==> config.mk <==
export PLATFORM = sky130hd
export DESIGN_NAME = img_frame_loader
export DESIGN_NICKNAME = d
export VERILOG_FILES = /design/src/rtl/cnn_pkg.sv /design/src/rtl/cnn_watchdog.sv /design/src/rtl/img_frame_loader.sv
export SDC_FILE = /design/constraint.sdc
export NUM_CORES = 1
export LEC_CHECK = 0
export ABC_CLOCK_PERIOD_IN_PS = 3900
export CAP_MARGIN = 20
export CORE_AREA = 2 2 223 225
export CTS_BUF_LIST = sky130_fd_sc_hd__clkbuf_8
export DETAILED_ROUTE_END_ITERATION = 8
export DIE_AREA = 0 0 225 227
export HOLD_SLACK_MARGIN = 0.08
export PLACE_DENSITY = 0.81
export SLEW_MARGIN = 10
export SYNTH_ARGS = -nofsm -noshare
export SYNTH_HDL_FRONTEND = slang
export SYNTH_SLANG_ARGS = --single-unit
==> constraint.sdc <==
create_clock -name clk -period 3.9 [get_ports clk]
set_input_delay 0.78 -clock clk [delete_from_list [all_inputs] [get_ports clk]]
set_output_delay 0.78 -clock clk [all_outputs]
set_load 0.02 [all_outputs]
==> src/rtl/cnn_pkg.sv <==
// cnn_pkg: shared defaults and FSM state encoding for the CNN frame loader.
//   NPIX_DEF  - pixels per frame (8x8 image)
//   PIX_W_DEF - pixel width
//   RES_W_DEF - core result width
//   state_t   - loader FSM states
package cnn_pkg;
    localparam int NPIX_DEF  = 64;
    localparam int PIX_W_DEF = 8;
    localparam int RES_W_DEF = 16;
    typedef enum logic [1:0] {FILL, RUN, OUT, CLEAR} state_t;
endpackage

==> src/rtl/cnn_watchdog.sv <==
// cnn_watchdog: cycle counter that flags when the core has run TIMEOUT cycles.
//   clk, rst - clock, synchronous active-high reset
//   clear    - force the count back to 0
//   enable   - count one cycle
//   expired  - count has reached TIMEOUT-1
module cnn_watchdog #(
    parameter int TIMEOUT = 4096
) (
    input  logic clk,
    input  logic rst,
    input  logic clear,
    input  logic enable,
    output logic expired
);
    localparam int W = $clog2(TIMEOUT) + 1;
    logic [W-1:0] count;
    assign expired = count == W'(TIMEOUT - 1);
    // Saturate at the limit so a stalled FSM cannot wrap the count.
    always_ff @(posedge clk)
        if (rst || clear) count <= '0;
        else if (enable && !expired) count <= count + 1'b1;
endmodule

==> src/rtl/img_frame_loader.sv <==
// img_frame_loader: buffers a raster pixel stream into a frame, runs the CNN core, returns its result.
//   clk, rst                         - clock, synchronous active-high reset
//   s_valid/s_ready/s_data/s_last    - pixel stream in
//   core_img/core_enable/core_clear  - frame and control to the CNN core
//   core_done/core_value             - core completion and result
//   m_valid/m_ready/m_data           - result stream out
//   err_frame/err_timeout            - one-cycle error pulses
//   busy                             - loader is mid-frame or not idle
module img_frame_loader
    import cnn_pkg::*;
#(
    parameter int NPIX    = NPIX_DEF,
    parameter int PIX_W   = PIX_W_DEF,
    parameter int RES_W   = RES_W_DEF,
    parameter int TIMEOUT = 4096
) (
    input  logic                  clk,
    input  logic                  rst,
    input  logic                  s_valid,
    output logic                  s_ready,
    input  logic [PIX_W-1:0]      s_data,
    input  logic                  s_last,
    output logic [NPIX*PIX_W-1:0] core_img,
    output logic                  core_enable,
    output logic                  core_clear,
    input  logic                  core_done,
    input  logic [RES_W-1:0]      core_value,
    output logic                  m_valid,
    input  logic                  m_ready,
    output logic [RES_W-1:0]      m_data,
    output logic                  err_frame,
    output logic                  err_timeout,
    output logic                  busy
);
    localparam int CW = $clog2(NPIX);
    state_t        state, state_n;
    logic [CW-1:0] cnt;
    logic          beat, at_end, expired;
    assign beat        = s_valid && s_ready;
    assign at_end      = cnt == CW'(NPIX - 1);
    // Held low while rst is asserted so every output reads 0 during reset.
    assign s_ready     = state == FILL && !rst;
    assign core_enable = state == RUN;
    assign core_clear  = state == CLEAR;
    assign m_valid     = state == OUT;
    assign busy        = state != FILL || cnt != '0;
    cnn_watchdog #(.TIMEOUT(TIMEOUT)) u_wdog (
        .clk    (clk),
        .rst    (rst),
        .clear  (state != RUN),
        .enable (state == RUN),
        .expired(expired)
    );
    always_ff @(posedge clk)
        if (rst) state <= FILL;
        else state <= state_n;
    // core_done is checked before the watchdog so a same-cycle finish still yields a result.
    always_comb begin
        state_n = state;
        case (state)
            FILL:    state_n = beat && s_last && at_end ? RUN : FILL;
            RUN:     state_n = core_done ? OUT : expired ? CLEAR : RUN;
            OUT:     state_n = m_ready ? CLEAR : OUT;
            default: state_n = FILL;
        endcase
    end
    always_ff @(posedge clk)
        if (rst) begin
            cnt         <= '0;
            core_img    <= '0;
            m_data      <= '0;
            err_frame   <= 1'b0;
            err_timeout <= 1'b0;
        end else begin
            err_frame   <= beat && (s_last != at_end);
            err_timeout <= state == RUN && !core_done && expired;
            if (beat) begin
                core_img[int'(cnt)*PIX_W +: PIX_W] <= s_data;
                cnt <= s_last || at_end ? '0 : cnt + 1'b1;
            end
            if (state == RUN && core_done) m_data <= core_value;
        end
endmodule

======== After elaboration in Yosys (flattened, before gate mapping) ========
Cells that the tools add are included.
storage, ports and cells
  register bits ........................... 551
  input bits .............................. 30
  output and inout port bits .............. 535
operators by class
  add/subtract/negate cells ............... 3
  equality and inequality tests ........... 7
  shift operators ......................... 2
  muxes and demuxes ....................... 7
  reductions and logical operators ........ 18
operators with widths
  operator                    number
  $bwmux W512                 1
  $shift A8 B33 Y512 const A  1
  $shiftx A8 B33 Y512         1
  $neg A9 Y33                 1
  $add A13 B1 Y13 const B     1
  $eq A13 B12 Y1 const B      1
  $logic_and A1 B1 Y1         9
  $add A6 B1 Y6 const B       1
  $eq A6 B6 Y1 const B        1
  $mux W6                     1
  $pmux W2 S3                 1
  $reduce_bool A6 Y1          1
  $eq A2 B2 Y1 const B        2
  $mux W2                     2
  $logic_not A1 Y1            3
  $logic_or A1 B1 Y1          3
  $eq A2 B1 Y1 const B        1
  $logic_not A2 Y1            1
  $mux W1                     2
  $ne A2 B1 Y1 const B        1
  $reduce_bool A2 Y1          1
  $ne A1 B1 Y1                1

======== Longest topological paths before layout ========
Gate-level depths: netlist (run 1).
  depth in word-level cells ............... 7
  mapped depth ............................ 14
  depth with buffers taken out ............ 8

======== Hierarchy ========
From an unflattened synthesis (run 1), not the netlist that was laid out.
unflattened totals
  cell total of the unflattened synthesis .. 2394
  area, all modules ....................... 21515.6 um^2
by module, submodules not included
  module            instances  cells an instance  area an instance (um^2)  sequential area each (um^2)
  img_frame_loader  1          2317               20873.8                  10770.3
  cnn_watchdog      1          77                 641.9                    260.2

======== Least setup slack after synthesis (run 1) ========
Ideal clock, no wire load.
  path kind ............................... reg-to-reg
  start ................................... reg cnt[3]
  end ..................................... reg core_img[473]
  library setup time ...................... 0.070 ns
  data arrival time ....................... 3.055 ns
  data required time ...................... 3.830 ns
  setup slack ............................. 0.775 ns
  cell stages (with the launch flop) ...... 11
  buffers on the path ..................... 3
  clock period less this slack ............ 3.125 ns
  cell sequence ........................... dfxtp_1 -> buf_2 -> buf_1 -> nor3_1 -> ha_1 -> clkbuf_1 -> or3b_2 -> nor2_1 -> nand3_1 -> or4_1 -> a21oi_1
on the way
  longest elaborated chain between the ends .. 3
  elaborated cells between the ends (all ways) .. 4
RTL lines
  element                                                    line                    source
  start: declaration                                         img_frame_loader.sv:37  logic [CW-1:0] cnt;
  start signal: assignment                                   img_frame_loader.sv:79  cnt <= s_last || at_end ? '0 : cnt + 1'b1;
  $neg A9 Y33 *                                              img_frame_loader.sv:78  core_img[int'(cnt)*PIX_W +: PIX_W] <= s_data;
  $shiftx A8 B33 Y512 or $shift A8 B33 Y512 (tied branches)  img_frame_loader.sv:78
  $bwmux W512 *                                              img_frame_loader.sv:78
  end signal: indexed assignment                             img_frame_loader.sv:78
  end: declaration                                           img_frame_loader.sv:23  output logic [NPIX*PIX_W-1:0] core_img,
Mark *: on every way between the ends. The rest lies on a longest branch, timed or not.
A chain may end at the register's enable or synchronous reset.

======== Worst setup path after layout (run 1) ========
  start ................................... reg cnt[4]
  end ..................................... out busy
on the way
  longest elaborated chain between the ends .. 2
RTL lines
  element             line                    source
  $reduce_bool A6 Y1  img_frame_loader.sv:46  assign busy = state != FILL || cnt != '0;
  $logic_or A1 B1 Y1  img_frame_loader.sv:46
  end: declaration    img_frame_loader.sv:33  output logic busy
No other way between the ends.

==> results of run 1 <==
-- worst max-delay path by stage --
| stage | endpoint | depth (start not counted) |
|---|---|---|
| floorplan | core_img[473] | 10 |
| global placement | core_img[58] | 7 |
| detailed placement | core_img[61] | 7 |
| CTS | busy | 3 |
| global route | busy | 3 |
| finish | busy | 3 |
-- worst register-to-register path, delay by kind of cell, from the launching register on --
| family | cells | cell delay (ns) |
|---|---|---|
| buffers and inverters | 2 | 0.28 |
| AOI/OAI and AO/OA | 1 | 0.65 |
| DFF | 1 | 0.56 |
| muxes | 1 | 0.27 |
| xor gates and xnor gates | 1 | 0.16 |
| and+or+nand+nor | 2 | 1.31 |
| adders and majority gates | 1 | 0.20 |
-- kinds of logic (layout without fill, tap and decap cells) --
kind of cell    count (synthesis)  in the layout  share of synthesized area, %
compound gates                270            270                          8.12
xor+xnor                       20             20                         0.792
fa+ha+maj                       5              5                         0.271
buf+inv                       189            803                          3.39
flops                         551            551                          47.8
mux                           360            360                          15.6
other cells                     0              2                             0
simple gates                  998            998                          24.0
-- metrics by stage --
step / cell area [sq um] / total power [uW] / util, % / setup slack, ns
finish: 31100 / 11200 / 64.1 / 0.0760
CTS: 31100 / 11300 / 64.0 / 0.00942
global route: 31100 / 11600 / 64.1 / 0.00774
floorplan: 23100 / 6090 / - / 0.775
detailed placement: 29300 / 6300 / 60.3 / 0.226
global placement: 29300 / 6290 / 60.3 / 0.347
-- Yosys cell counts, types with 7 or more instances --
cell	number	area share, %
mux2i_1	358	16
nor3_4	12	0.85
o31ai_1	41	1.3
nor3_1	26	0.56
or4_1	12	0.39
nand3b_1	77	2.5
and3_1	22	0.60
xnor2_1	14	0.53
dfxtp_1	551	48
buf_2	31	0.67
nand2b_1	280	7.6
o21ai_1	18	0.39
or3_1	11	0.30
a21oi_1	74	1.6
a31o_2	7	0.27
nand2_1	185	3.0
inv_1	10	0.16
nor2b_1	23	0.62
nand3_1	134	2.9
clkbuf_1	135	2.2
o21ai_0	66	1.4
o211ai_2	10	0.54
a32o_1	7	0.30
o2bb2ai_1	8	0.30
nor3b_1	8	0.26
nor2_1	166	2.7
and2_1	8	0.22
-- flip-flops by register name, indices dropped and copies added (netlist names) --
| name | cells |
|---|---|
| m_data | 16 |
| u_wdog.count | 13 |
| err_timeout | 1 |
| err_frame | 1 |
| state | 2 |
| core_img | 512 |
| cnt | 6 |
-- final cells by class --
| type | count | area [sq um] | area share (%) |
|---|---|---|---|
| well taps | 622 | 778 | 2.50 |
| diodes | 2 | 5.00 | 0.0161 |
| clock buffers | 110 | 1510 | 4.86 |
| multi-input cells | 1653 | 11300 | 36.3 |
| clock inverters | 48 | 283 | 0.908 |
| inverters | 11 | 41.3 | 0.133 |
| flip-flops and latches | 551 | 11000 | 35.4 |
| repair buffers | 634 | 6170 | 19.8 |
-- repair_timing --
item / 4_1_cts / 5_1_grt
gates resized for setup: 0 / 1
setup buffers: 0 / 0
setup endpoints to repair: 0 / 1
-- routing by layer --
metal	routed length, um	global-route usage, %	share of wire [%]	vias to the layer above
li1	-	-	-	9367
met1	33200	38.4	40	9837
met2	38700	50.7	47	984
met3	6960	7.87	8.4	226
met4	3960	15.9	4.8	0
met5	0	0	0	-
-- placed cells by master (no fill, tap or decap), drive strengths merged, types with 5 or more instances in the layout --
cell           count
o2bb2ai            8
clkinv            13
inv               39
or4               12
xor2               6
a21oi             74
a32o               7
buf               77
o31ai             42
or3               11
and3              22
nand3b            77
clkbuf           111
and2               8
o2111ai            9
clkinvlp           5
nand2            185
nor2             173
xnor2             14
mux2i            358
nor3b              9
nand3            135
o211ai            12
dfxtp            551
nand2b           280
nor3              42
a31o               7
ha                 5
nor2b             23
o21ai             87
clkdlybuf4s50    556
-- power by group through the flow --
| stage | logic, uW | registers (uW) | clock network (uW) |
|---|---|---|---|
| after CTS | 542 | 5640 | 5110 |
| after detailed placement | 540 | 5760 | 0 |
| after global placement | 532 | 5760 | 0 |
| after floorplan | 323 | 5770 | 0 |
| final | 558 | 5640 | 5030 |
| after global routing | 581 | 5640 | 5360 |
==> qor.txt, run 1 <==
Outcome -> completed
RR Endpoint -> core_img[52]
Largest net degree at the start of global routing -> 157
Hold_sp -> u_wdog.count[12]
Final instance count without filler cells -> 3,631
Worst Hold End -> u_wdog.count[12]
H-tree depth -> 3
Worst-margin pin slew -> 1.04 ns
CTS tree -> yes
Fin. Hold Viols -> 0
Largest incremental delay on the critical path -> 0.72 ns
Detailed-route DRC error count -> 0
RR Startpoint -> cnt[1]
Drt pass-1 iters -> 6
Setup crit end kind -> output pin
R2R cell count -> 8
Clock sinks -> 551
Die W -> 225 um
Buffers on Ports -> 564
Gr usage total -> 31.2%
Initial drt markers -> 1,720
Crit path from -> cnt[4]
CP bufs+invs -> 1
Mapped cell area -> 0.0231 sq mm
Area Overhead vs Synth -> 35.0%
Distinct cells, synth -> 76
Routability cong. -> 0.882
Placed Instances -> 3,468
Number of synthesized flops with an enable pin -> 0
Peak supply drop -> 317 uV
CP cell instances -> or4b_1 -> or4_1 -> clkdlybuf4s50_1
Comb pwr share -> 5.0%
Final Cycle Share -> 98.1%
Hold Path Class -> reg2reg
PD cells -> 361 mW/mm^2
Net Sw Power -> 2740 uW
Max FO, Critical Path -> 22
Shortest clock period the worst path allows after layout -> 3.82 ns
# nets final -> 2,976
Std-Cell Rows -> 81
# fillers -> 3,896
Initial Utilization -> 47.5%
Worst hold path stage count -> 2
Seq/Total Area, Yosys -> 47.8%
Synthesized flop and latch total -> 551
Clock Power Share -> 44.8%
Die area -> 0.0511 sq mm
Worst EP required -> 3.12 ns
Hold Buf Count CTS -> 0
CP startpoint kind -> flop
Detailed placement HPWL -> 58,600 um
Final setup viols -> 0
Sw Ratio -> 24.4%
Seq pwr share -> 50.2%
CTS max path bufs -> 3
Avg Synthesized Cell Area -> 9.64 sq um
WL/cell -> 22.8 um
Worst Hold Slack -> 0.449 ns
Worst setup path class -> reg2out
Syn Nets -> 2,428
Skew-Pair Late Insertion Delay -> 0.69 ns
DR vias/cell -> 5.62
FMAX -> 262 MHz
Grt ovf -> 0
Reg clk slew, reported paths -> 0.06 ns
Maxcap violations -> 0
Initial antenna violation count -> 4
Async set-reset flop share out of synthesis -> 0%
Share of cells above drive strength 1 -> 9.54%
Slowest CP cell -> or4b_1
Crit path DAT -> 3.04 ns
Yosys warns -> 0
RSZ-0062 raised after global routing -> false
Setup_tns -> 0 ns
Worst reg2reg setup slack -> 0.39 ns
Core area -> 0.0485 sq mm
# IOs -> 565
DR vias -> 20,414
Slew Viols, Final -> 0
Slew margin rel. -> 30.6%
Root Buffer -> clkbuf_8
Top FF cell, synth -> dfxtp_1
Routed Antenna Nets -> 0
CTS buffer count -> 90
First-pass GRT wire length -> 122,000 um
P_int -> 8490 uW
P_leak -> 0.0118 uW
DRT Wirelength -> 82,900 um
Die H -> 227 um
Delay-heaviest family, CP -> simple AND/OR/NAND/NOR gates
Cells after synthesis -> 2,393
Layout Skew -> 0.0296 ns
Vias in the first global route -> 20,122
(Power assumes the default switching activity.)
==> run 2: changes to the inputs <==
--- a/config.mk
+++ b/config.mk
@@ -7,12 +7,12 @@
 export LEC_CHECK = 0
 export ABC_CLOCK_PERIOD_IN_PS = 3900
 export CAP_MARGIN = 20
-export CORE_AREA = 2 2 223 225
+export CORE_MARGIN = 2
+export CORE_UTILIZATION = 25
 export CTS_BUF_LIST = sky130_fd_sc_hd__clkbuf_8
 export DETAILED_ROUTE_END_ITERATION = 8
-export DIE_AREA = 0 0 225 227
 export HOLD_SLACK_MARGIN = 0.08
-export PLACE_DENSITY = 0.81
+export PLACE_DENSITY = 0.5
 export SLEW_MARGIN = 10
 export SYNTH_ARGS = -nofsm -noshare
 export SYNTH_HDL_FRONTEND = slang
==> qor.txt, run 2 (same netlist as run 1, synthesis figures left out) <==
Layout Skew -> 0.0353 ns (+0.00572 ns)
Worst setup path class -> reg2out
CTS max path bufs -> 3 (unchanged)
Largest net degree at the start of global routing -> 202 (+29%)
Worst-margin pin slew -> 0.967 ns (-0.0702 ns)
Final setup viols -> 0 (unchanged)
Die area -> 0.0947 sq mm (+85%)
Top Registers -> core_img: 512 flops, m_data: 16 flops, u_wdog.count: 13 flops
Largest register FFs -> 512 (unchanged)
Worst EP required -> 3.12 ns (about the same)
Std-Cell Rows -> 111 (+37%)
PD cells -> 364 mW/mm^2 (+0.90%)
CTS buffer count -> 101 (+12%)
Slew Viols, Final -> 0 (unchanged)
Commonest non-fill, non-tap cell in the layout -> clkdlybuf4s50_1
Slew margin rel. -> 35.3% (+4.7 points)
DR vias -> 19,528 (-4.3%)
Vias in the first global route -> 19,166 (-4.8%)
Drt pass-1 iters -> 5 (-1)
Reg with most FFs -> core_img
Maxcap violations -> 0 (unchanged)
Setup_tns -> 0 ns (unchanged)
Final Cell Area -> 0.0321 sq mm (+3.0%)
Final Cycle Share -> 95.0% (-3.1 points)
# IOs -> 565 (unchanged)
Reg clk slew, reported paths -> 0.06 ns (about the same)
Shortest clock period the worst path allows after layout -> 3.70 ns (-0.120 ns)
Fin. Hold Viols -> 0 (unchanged)
Skew-Pair Late Insertion Delay -> 0.73 ns (+0.04 ns)
CP startpoint kind -> flop
WL/cell -> 22.9 um (+0.44%)
DRT Wirelength -> 96,800 um (+17%)
Setup crit end kind -> output pin
Worst reg2reg setup slack -> 0.46 ns (+0.07 ns)
Buffers on Ports -> 564 (unchanged)
Hold Buf Count CTS -> 0 (unchanged)
Detailed placement HPWL -> 70,100 um (+20%)
Clock sinks -> 551 (unchanged)
Initial Utilization -> 25.2% (-22 points)
Routability cong. -> 0.798 (-9.5%)
# nets final -> 2,999 (+0.77%)
Peak supply drop -> 239 uV (-25%)
Leading cell types in the layout, fill and taps excluded -> clkdlybuf4s50_1 (554), dfxtp_1 (550), mux2i_1 (358), nand2b_1 (280), nand2_1 (185)
FMAX -> 270 MHz (+3.2%)
Area Overhead vs Synth -> 39.1%
Design Power -> 11,700 uW (+3.9%)
Routed Antenna Nets -> 0 (unchanged)
Detailed-route DRC error count -> 0 (unchanged)
Core area -> 0.0915 sq mm (+89%)
Hold Path Class -> in2reg
DR vias/cell -> 4.62 (-18%)
H-tree depth -> 3 (unchanged)
Gr usage total -> 19.9% (-11 points)
Initial antenna violation count -> 8 (+4)
Grt ovf -> 0 (unchanged)
RSZ-0062 raised after global routing -> false
Initial drt markers -> 1,402 (-18%)
Crit path DAT -> 2.92 ns (-0.12 ns)
Max FO, Critical Path -> 11 (-50%)
Die H -> 308 um (+36%)
Root Buffer -> clkbuf_8
Outcome -> completed
Post-CTS setup buffers -> 0 (unchanged)
CTS tree -> yes
First-pass GRT wire length -> 139,000 um (+14%)
Share of cells above drive strength 1 -> 10.1% (+0.60 points)
Cell Area, Placed -> 0.0301 sq mm (+2.8%)
Die W -> 308 um (+37%)
P_leak -> 0.0120 uW (+1.6%)
==> run 2: critical path: stages (launching register included) <==
cell,delay [ns]
dfxtp_1,0.44
inv_1,0.11
ha_2,0.28
or4b_1,0.57
or4_1,0.44
dlygate4sd2_1,0.38
==> run 2: path summary, 6_finish.rpt <==
kind,start,endpoint,depth (start not counted)
worst max-delay path,cnt[1],busy,5
worst min-delay path,rst,state[0],2
worst max register to register,cnt[1],core_img[388],8
worst min register to register,core_img[207],core_img[207],2
==> run 2: metal layers <==
metal / wire [um] / track usage (%)
met1: 40900 / 25.0
met2: 46500 / 32.6
met3: 6650 / 5.33
met4: 2860 / 6.72
met5: 0 / 0
==> run 2: report_power, final <==
group / internal, uW / total [uW] / switching (uW)
clock: 2880 / 5430 / 2560
sequential: 5640 / 5640 / 3.50
combinational: 173 / 598 / 425
==> run 2: metrics by stage <==
stage | worst slack (ns) | hold slack [ns] | instances | utilization, %
after floorplan | 0.775 | 0.425 | 2393 | -
after global placement | 0.333 | 0.439 | 4046 | 32.9
after detailed placement | 0.272 | 0.443 | 4047 | 32.9
after CTS | 0.0446 | 0.248 | 4222 | 35.0
after global routing | 0.0606 | 0.271 | 4224 | 35.0
final | 0.196 | 0.317 | 4226 | 35.0
==> run 2: timing repair <==
item | CTS | global route
setup endpoints to repair | 1 | 1
resized for setup | 1 | 1
cloned | 0 | 0
==> run 2: area by class of cell <==
| class | instances | area [sq um] |
|---|---|---|
| fillers | 9355 | 59500 |
| multi-input cells | 1653 | 11300 |
| clock inverters | 57 | 327 |
| diodes | 4 | 10.0 |
| inverters | 11 | 41.3 |
| well taps | 1186 | 1480 |
| flip-flops and latches | 551 | 11000 |
| clock buffers | 118 | 1620 |
| repair buffers | 646 | 6240 |
==> run 3: changes to the inputs <==
--- a/config.mk
+++ b/config.mk
@@ -10,10 +10,12 @@
 export CORE_MARGIN = 2
 export CORE_UTILIZATION = 25
 export CTS_BUF_LIST = sky130_fd_sc_hd__clkbuf_8
+export CTS_CLUSTER_SIZE = 24
 export DETAILED_ROUTE_END_ITERATION = 8
 export HOLD_SLACK_MARGIN = 0.08
-export PLACE_DENSITY = 0.5
+export PLACE_DENSITY = 0.51
 export SLEW_MARGIN = 10
 export SYNTH_ARGS = -nofsm -noshare
 export SYNTH_HDL_FRONTEND = slang
+export SYNTH_HIERARCHICAL = 1
 export SYNTH_SLANG_ARGS = --single-unit
==> qor.txt, run 3 <==
Buffers on Ports -> 564 (unchanged)
Synthesized flop and latch total -> 551 (unchanged)
PD cells -> 392 mW/mm^2 (+7.8%)
Outcome -> completed
RR Startpoint -> cnt[1]
R2R cell count -> 8 (unchanged)
Hold Path Class -> in2reg
Std-Cell Rows -> 107 (-3.6%)
P_leak -> 0.0116 uW (-3.1%)
Post-synth top cells -> dfxtp_1 (551), nand2_1 (414), mux2i_1 (262), nand3_1 (204), nor2_1 (183)
RR Endpoint -> core_img[219]
Yosys top cell by area -> dfxtp_1
Number of synthesized flops with an enable pin -> 0 (unchanged)
Final setup viols -> 0 (unchanged)
Core area -> 0.0853 sq mm (-6.8%)
Layout Skew -> 0.0463 ns (+0.0111 ns)
Worst EP required -> 3.12 ns (about the same)
Reg with most FFs -> core_img
Setup_tns -> 0 ns (unchanged)
Shortest clock period the worst path allows after layout -> 3.52 ns (-0.182 ns)
Syn Nets -> 2,429 (+0.041%)
Max FO, Critical Path -> 16 (+5)
Routability cong. -> 0.791 (-0.94%)
Crit path DAT -> 2.74 ns (-0.18 ns)
Fin. Hold Viols -> 0 (unchanged)
Gr usage total -> 21.0% (+1.2 points)
Initial drt markers -> 1,117 (-20%)
Distinct cells, synth -> 72 (-5.3%)
Hold_sp -> rst
Routed Antenna Nets -> 0 (unchanged)
Slew Viols, Final -> 0 (unchanged)
First-pass GRT wire length -> 139,000 um (about the same)
Initial Utilization -> 25.2% (+0.029 points)
Initial antenna violation count -> 6 (-2)
Top Registers -> core_img: 512 flops, m_data: 16 flops, u_wdog/count: 13 flops
Worst setup path class -> reg2out
CTS buffer count -> 102 (+0.99%)
FMAX -> 284 MHz (+5.2%)
Skew-Pair Late Insertion Delay -> 0.72 ns (about the same)
DR vias/cell -> 4.68 (+1.2%)
Top FF cell, synth -> dfxtp_1
Maxcap violations -> 0 (unchanged)
Avg Synthesized Cell Area -> 8.99 sq um (-6.8%)
Largest register FFs -> 512 (unchanged)
CP bufs+invs -> 2 (unchanged)
Final Cycle Share -> 90.3% (-4.7 points)
Crit path from -> cnt[1]
Die W -> 297 um (-3.4%)
Area Overhead vs Synth -> 43.7%
H-tree depth -> 3 (unchanged)
Hold Buf Count CTS -> 0 (unchanged)
Register area -> 0.0110 sq mm (about the same)
Worst Hold End -> core_img[466]
Peak supply drop -> 314 uV (+31%)
DR vias -> 19,678 (+0.77%)
RSZ-0062 raised after global routing -> false
Worst reg2reg setup slack -> 0.59 ns (+0.13 ns)
# nets final -> 3,011 (+0.40%)
Largest incremental delay on the critical path -> 0.60 ns (+0.03 ns)
Mapped cell area -> 0.0215 sq mm (-6.7%)
Worst Hold Slack -> 0.376 ns (+0.0590 ns)
Slowest CP cell -> clkdlybuf4s50_1
Reg clk slew, reported paths -> 0.06 ns (about the same)
Slew margin rel. -> 32.9% (-2.3 points)
Setup crit end kind -> output pin
DRT Wirelength -> 96,200 um (-0.63%)
Vias in the first global route -> 19,362 (+1.0%)
# IOs -> 565 (unchanged)
Die area -> 0.0884 sq mm (-6.6%)
Cell Area, Placed -> 0.0287 sq mm (-4.7%)
Worst-margin pin slew -> 0.998 ns (+0.0308 ns)
Leading cell types in the layout, fill and taps excluded -> clkdlybuf4s50_1 (556), dfxtp_1 (551), nand2_1 (414), mux2i_1 (262), nand3_1 (204)
Detailed-route DRC error count -> 0 (unchanged)
CTS max path bufs -> 3 (unchanged)
CP startpoint kind -> flop
Root Buffer -> clkbuf_8
Final Cell Area -> 0.0309 sq mm (-3.6%)
Worst hold path stage count -> 2 (unchanged)
CTS tree -> yes
WL/cell -> 22.9 um (-0.16%)
Placed Instances -> 4,014 (-0.82%)
Post-layout util -> 36.3% (+1.2 points)
Async set-reset flop share out of synthesis -> 0% (unchanged)
Cells after synthesis -> 2,394 (+0.042%)
Seq/Total Area, Yosys -> 51.3% (+3.4 points)
Grt ovf -> 0 (unchanged)
Top-area cell type share of the netlist area -> 51.3% (+3.4 points)
Footprint of the multi-input gates -> 0.00981 sq mm (-13%)
# fillers -> 8,930 (-4.5%)
CP cell instances -> inv_1 -> ha_2 -> nand2b_1 -> nor2_1 -> nand2_1 -> clkdlybuf4s50_1
Commonest non-fill, non-tap cell in the layout -> clkdlybuf4s50_1
Clock sinks -> 551 (unchanged)
Final instance count without filler cells -> 4,206 (-0.47%)
Delay-heaviest family, CP -> buffers and inverters
Die H -> 297 um (-3.4%)
Detailed placement HPWL -> 69,300 um (-1.2%)
Drt pass-1 iters -> 5 (unchanged)
Count leader, synth -> dfxtp_1
Top post-synthesis cells by area -> dfxtp_1 (51%), mux2i_1 (12%), nand2_1 (7.2%)
Share of cells above drive strength 1 -> 11.3% (+1.1 points)
Yosys warns -> 6 (+6)
Largest net degree at the start of global routing -> 163 (-19%)
run 3: cell types whose count changed after synthesis, sizes merged, moves of 36 or more:
cell / delta
a21oi: +49
nand3: +69
mux2i: -96
nand2: +231
o21ai: +40
nand4: +36
nand3b: -77
nand2b: -272
run 3: cell families after synthesis:
| group | after synthesis | share of synthesized area (%) |
|---|---|---|
| flip-flops | 551 | 51.3 |
| buffers and inverters | 198 | 3.72 |
| multiplexers | 262 | 12.2 |
| AND/OR/NAND/NOR | 1015 | 22.0 |
| AO/OA/AOI/OAI | 349 | 9.94 |
| XOR/XNOR | 14 | 0.570 |
| adder cells (fa/ha/maj) | 5 | 0.291 |
run 3: cell type report:
type	instances	share of cell area (%)
Inverter	11	0.158
Multi-Input combinational cell	1645	31.7
Antenna cell	5	0.0405
Clock inverter	51	1.09
Sequential cell	551	35.7
Timing Repair Buffer	665	20.7
Clock buffer	134	5.97
Tap cell	1144	4.63
run 3: what timing repair did:
item / 4_1_cts / 5_1_grt
resized for setup: 0 / 1
endpoints found under the setup margin: 0 / 1
setup buffers: 0 / 0
run 3: per-stage QoR:
| stage | power [uW] | worst slack, ns |
|---|---|---|
| floorplan | 6060 | 0.714 |
| global placement | 6400 | 0.368 |
| detailed placement | 6400 | 0.383 |
| CTS | 12300 | 0.0383 |
| global route | 12600 | 0.213 |
| finish | 12100 | 0.377 |
run 3: how the worst max path moves through the flow:
stage,slack (ns),end,depth (start not counted)
after floorplan,0.71,core_img[40],13
after global placement,0.37,core_img[493],6
after detailed placement,0.38,core_img[233],5
after CTS,0.04,busy,6
after global routing,0.21,busy,6
final,0.38,busy,6
run 3: metal layers:
layer | track usage, % | routed length, um
met1 | 26.4 | 42000
met4 | 6.39 | 2500
met5 | 0 | 0
met2 | 35.5 | 46100
met3 | 5.21 | 5650
run 3: power breakdown:
part           internal (uW)  switching (uW)
clock                   3240            2620
sequential              5640            3.91
combinational            139             486
total                   9010            3110
